File: src/rtl/channel_link_out_buf.sv
`default_nettype none
// ============================================================================
// Module   : channel_link_out_buf
// Purpose  : Buffers DAQ frame words in an elastic FIFO and drives them onto
//            the motherboard channel link, honouring its FIFO-full back-pressure.
//            Optional macro CLNK_PARITY_EN adds the registered PAR_OUT output.
// Revision : 1.0  initial release
// ============================================================================
module channel_link_out_buf #(
   parameter int DATA_W   = 16,
   parameter int DEPTH    = 16,
   parameter int OVLP_BIT = 14
) (
   input  logic                       CLK,
   input  logic                       RST,
   input  logic                       L1A_MATCH,
   input  logic                       DVALID,
   input  logic                       LAST_WRD,
   input  logic                       MLT_OVLP,
   input  logic [DATA_W-1:0]          FRAME_DATA,
   input  logic                       MB_FIFO_FULL_B,
   output logic [DATA_W-1:0]          DATAOUT,
   output logic                       MB_FIFO_PUSH_B,
   output logic                       MOVLP,
   output logic                       OVLPMUX,
   output logic                       DATAAVAIL,
   output logic                       ENDWORD,
   output logic                       FIFO_OVF,
`ifdef CLNK_PARITY_EN
   output logic [$clog2(DEPTH):0]     OCC,
   output logic                       PAR_OUT
`else
   output logic [$clog2(DEPTH):0]     OCC
`endif
);

   localparam int                 c_ptr_w  = $clog2(DEPTH);
   localparam int                 c_word_w = DATA_W + 2;
   localparam logic [c_ptr_w:0]   c_full   = (c_ptr_w+1)'(DEPTH);
   localparam logic [c_ptr_w:0]   c_one    = (c_ptr_w+1)'(1);

   typedef enum logic [1:0] {
      S_IDLE  = 2'd0,
      S_XMIT  = 2'd1,
      S_STALL = 2'd2
   } state_t;

   state_t                r_state;
   state_t                w_state_nxt;

   logic [c_word_w-1:0]   r_mem [DEPTH];
   logic [c_ptr_w-1:0]    r_wr_ptr;
   logic [c_ptr_w-1:0]    r_rd_ptr;
   logic [c_ptr_w:0]      r_occ;

   logic                  w_have;
   logic                  w_full;
   logic                  w_pop;
   logic                  w_wr_acc;
   logic                  w_ovf_set;
   logic [c_word_w-1:0]   w_rd_word;

   assign w_have    = (r_occ != '0);
   assign w_full    = (r_occ == c_full);
   // A full FIFO still accepts a write in the same cycle a word leaves.
   assign w_wr_acc  = DVALID && (!w_full || w_pop);
   assign w_ovf_set = DVALID && w_full && !w_pop;
   assign w_rd_word = r_mem[r_rd_ptr];

   // ---------------------------------------------------------------- storage
   always_ff @(posedge CLK) begin
      if (w_wr_acc) begin
         r_mem[r_wr_ptr] <= {LAST_WRD, MLT_OVLP, FRAME_DATA};
      end
   end

   always_ff @(posedge CLK or posedge RST) begin
      if (RST) begin
         r_wr_ptr <= '0;
         r_rd_ptr <= '0;
         r_occ    <= '0;
         FIFO_OVF <= 1'b0;
      end else begin
         if (w_wr_acc) r_wr_ptr <= r_wr_ptr + 1'b1;
         if (w_pop)    r_rd_ptr <= r_rd_ptr + 1'b1;
         unique case ({w_wr_acc, w_pop})
            2'b10:   r_occ <= r_occ + c_one;
            2'b01:   r_occ <= r_occ - c_one;
            default: r_occ <= r_occ;
         endcase
         if (w_ovf_set) FIFO_OVF <= 1'b1;
      end
   end

   assign OCC = r_occ;

   // ---------------------------------------------------------------- read FSM
   always_ff @(posedge CLK or posedge RST) begin
      if (RST) r_state <= S_IDLE;
      else     r_state <= w_state_nxt;
   end

   always_comb begin
      w_state_nxt = r_state;
      w_pop       = 1'b0;
      unique case (r_state)
         S_IDLE: begin
            if (w_have && MB_FIFO_FULL_B) begin
               w_pop       = 1'b1;
               w_state_nxt = S_XMIT;
            end
         end
         S_XMIT: begin
            if (!MB_FIFO_FULL_B) begin
               w_state_nxt = S_STALL;
            end else if (!w_have) begin
               w_state_nxt = S_IDLE;
            end else begin
               w_pop = 1'b1;
               // Last word leaving with nothing arriving empties the FIFO.
               if (r_occ == c_one && !DVALID) w_state_nxt = S_IDLE;
            end
         end
         S_STALL: begin
            if (MB_FIFO_FULL_B) begin
               w_pop       = w_have;
               w_state_nxt = w_have ? S_XMIT : S_IDLE;
            end
         end
         default: w_state_nxt = S_IDLE;
      endcase
   end

   // ---------------------------------------------------------------- link outputs
   always_ff @(posedge CLK or posedge RST) begin
      if (RST) begin
         DATAOUT        <= '0;
         MB_FIFO_PUSH_B <= 1'b1;
         MOVLP          <= 1'b0;
         OVLPMUX        <= 1'b1;
         ENDWORD        <= 1'b0;
         DATAAVAIL      <= 1'b0;
      end else begin
         DATAAVAIL <= L1A_MATCH;
         if (w_pop) begin
            DATAOUT        <= w_rd_word[DATA_W-1:0];
            MOVLP          <= w_rd_word[DATA_W];
            ENDWORD        <= w_rd_word[DATA_W+1];
            OVLPMUX        <= ~w_rd_word[OVLP_BIT];
            MB_FIFO_PUSH_B <= 1'b0;
         end else begin
            ENDWORD        <= 1'b0;
            MB_FIFO_PUSH_B <= 1'b1;
         end
      end
   end

`ifdef CLNK_PARITY_EN
   always_ff @(posedge CLK or posedge RST) begin
      if (RST)        PAR_OUT <= 1'b0;
      else if (w_pop) PAR_OUT <= ^w_rd_word[DATA_W-1:0];
   end
`endif

endmodule
`default_nettype wire

File: config.mk
export PLATFORM = sky130hd
export DESIGN_NAME = channel_link_out_buf
export DESIGN_NICKNAME = d
export VERILOG_FILES = /design/src/rtl/channel_link_out_buf.sv
export SDC_FILE = /design/constraint.sdc
export NUM_CORES = 1
export LEC_CHECK = 0
export BUFFER_PORTS_ARGS = -buffer_cell sky130_fd_sc_hd__buf_2
export CORE_MARGIN = 2
export CORE_UTILIZATION = 40
export DETAILED_ROUTE_END_ITERATION = 16
export PLACE_DENSITY_LB_ADDON = 0.3
export SLEW_MARGIN = 20
export SYNTH_ARGS = -nofsm -noshare
export SYNTH_HDL_FRONTEND = slang
export SYNTH_SLANG_ARGS = --single-unit
File: constraint.sdc
create_clock -name CLK -period 7.8 [get_ports CLK]
set_input_delay 0 -clock CLK [delete_from_list [all_inputs] [get_ports CLK]]
set_output_delay 0 -clock CLK [all_outputs]
set_load 0.02 [all_outputs]
==> impl_results.md <==
- Status: finished, final reports clean
- Area growth syn-to-layout: 16.1%
- Final HPWL DP: 17400 um
- CP endpoint kind: flip-flop
- Synth cell count leaders: 288 x edfxtp_1, 72 x mux4_2, 35 x dfrtp_1
- Antenna cells: 0
- Skew-Pair Late Insertion Delay: 0.50 ns
- Final TNS setup: 0 ns
- Clock skew: 0.0107 ns
- Clock transition at path regs: 0.06 ns
- Top cells by area, synth: edfxtp_1 68%, mux4_2 13%, dfrtp_1 6.9%
- Post-synth cell types: 51
- DRC violations left: 0
- Max incr delay on CP: 0.79 ns
- Final ANT Viol Nets: 0
- Pre-CTS setup slack: 4.34 ns
- Leak pwr: 4.89 nW
- Slew Limit Headroom: 27.9%
- Vias per inst: 5.57
- DRT iter0 DRCs: 471
- Power, Total: 0.00549 W
- Longest Clk Path Bufs: 3
- Die area: 33400 um2
- Placer Congestion: 0.793
- Hold Crit Class: primary input to flip-flop
- Crit path DAT: 3.72 ns
- Final setup vio count: 0
- Min Tclk post-route: 3.52 ns
- Fmax: 284 MHz
- Yosys reg bits: 325
- Die Wd: 183 um
- Synth Warn #: 0
- Most frequent cell after synthesis: edfxtp_1
- Cell Rows: 65
- Num ports: 50
- Fin Hold WS: 0.151 ns
- Crit path kind: flip-flop to flip-flop
- Syn Inst Count: 622
- Critical Path RT: 8.00 ns
- Worst Setup SP: OCC[0]
- Mean Syn Cell Area: 20.5 um2
- Final core occ: 47.1%
- Number of global-route vias before repair: 6560
- Most used cell, CP: buf_4
- Max FO, Critical Path: 45
- VDD IR-drop max: 0.000198 V
- Crit path max-delay family: buffers and inverters
- Aggregate global-route resource usage: 17.4%
- Setup bufs post-CTS: 0
- Synthesized cell area: 12800 um2
- Share of the synthesized area in the top cell type: 67.7%
- Post-cts sizing count: 0
- Fin nets: 740
- Max-cap violations: 0
- TritonCTS buffer count: 35
- Root Buffer Master: clkbuf_16
- Die Y: 183 um
- P per Cell Area: 370 nW/um2
- CP max stage cell: nor4b_2
- Buffers on Ports: 49
- Initial antenna violation count: 0
- Crit-path cells: inv_1, ha_1, nor4b_4, nor3_4, buf_4, o21ai_2, buf_4, nor4b_2, buf_4
- Hold violation count in the final report: 0
- Synth Flop Type: edfxtp_1
- H-tree depth: 2
- First-pass GRT wire length: 42600 um
- Number of synthesized flops with an enable pin: 288
- Pin slew with the least headroom to its limit: 1.08 ns
- CP startpoint kind: flip-flop
- 1st-pass router iterations: 6
- Largest net degree at the start of global routing: 72
- Post-route setup slack: 4.28 ns
- Post-Syn Nets: 658
- Initial core utilization: 40.6%
- Fin crit share: 45.1%
- Clk sinks: 325
- Sequential element share of the synthesized area: 75.0%
- Vias after detailed routing: 6276
- Core Area: 31500 um2
- Final wirelength: 28300 um
- Yosys top cell by area: edfxtp_1
- Hold_sp: L1A_MATCH
- Layout cells sized above 1: 30.1%
- Reg2reg start: OCC[0]
- Bufs and invs on worst path: 4
- Final Max Tran Viols: 0
- RSZ-0062 raised after global routing: false
- Fraction of registers with async set/reset: 11.4%
- CTS tree: yes
- Grt ovf: 0
- # hold bufs at CTS: 22
- WL/cell: 25.1 um
[report_power, final]
| group | switching [W] | total [W] | internal [W] |
|---|---|---|---|
| sequential | 0.000232 | 0.00238 | 0.00215 |
| combinational | 0.000871 | 0.00155 | 0.000682 |
| clock | 0.000629 | 0.00156 | 0.000930 |
[placed cells by master, fill, tap and decap left out, drive strengths merged, types with 8 or more instances in the layout]
cell type | netlist | final
edfxtp | 288 | 288
dfrtp | 35 | 35
nor2 | 29 | 29
nand3 | 8 | 8
inv | 11 | 11
o22ai | 17 | 17
mux2i | 20 | 20
clkbuf | 16 | 48
a221oi | 16 | 16
clkinv | 0 | 8
dlygate4sd3 | 0 | 22
nand2 | 14 | 14
buf | 22 | 61
mux4 | 72 | 72
ha | 13 | 13
[kinds of logic after synthesis]
logic type	synth area share, %
compound gates	3.27
xor+xnor	0.686
fa+ha+maj	1.27
buf+inv	1.80
flops	75.0
mux	14.4
simple gates	3.57
[registers in the layout (all words and copies together) (netlist names)]
signal          count
MOVLP               1
r_mem             288
OCC                 5
FIFO_OVF            1
DATAAVAIL           1
ENDWORD             1
OVLPMUX             1
r_state             2
MB_FIFO_PUSH_B      1
r_rd_ptr            4
DATAOUT            16
r_wr_ptr            4
[cell type report]
cell class / count / area [um2]
fillers: 2533 / 16600
flip-flops and latches: 325 / 9580
multi-input cells: 248 / 3080
clock buffers: 48 / 1010
repair buffers: 83 / 556
well taps: 402 / 503
clock inverters: 10 / 72.6
inverters: 11 / 41.3
[path summary, 6_finish.rpt]
| path | end | cells after the start | slack, ns |
|---|---|---|---|
| min in group asynchronous | DATAAVAIL | 3 | 0.21 |
| worst min register to register | OVLPMUX | 2 | 0.47 |
| max in group asynchronous | r_rd_ptr[2] | 3 | 6.96 |
| worst max-delay path | r_mem[1][4] | 9 | 4.28 |
| worst min-delay path | DATAAVAIL | 2 | 0.15 |
| worst max register to register | r_mem[1][4] | 9 | 4.28 |
[metrics by stage]
stage | cell area (um2) | cells
finish | 14800 | 1127
global route | 14800 | 1127
CTS | 14800 | 1127
detailed placement | 13500 | 1047
global placement | 13500 | 1047
floorplan | 12800 | 622
[worst reg2reg max path, delay by kind of cell (launching register included)]
kind	cells	cell delay, ns
AO/OA/AOI/OAI	1	0.15
adder cells (fa/ha/maj)	1	0.25
buffers and inverters	4	1.22
flip-flops	1	0.45
AND/OR/NAND/NOR	3	1.14
[metal layers]
metal,vias up,GRT usage (%),share of wire (%)
li1,2709,-,-
met1,3349,24.7,44
met2,181,28.6,49
met3,37,2.69,5.2
met4,0,3.90,1.6
met5,-,0,0
(Power assumes the default switching activity.)
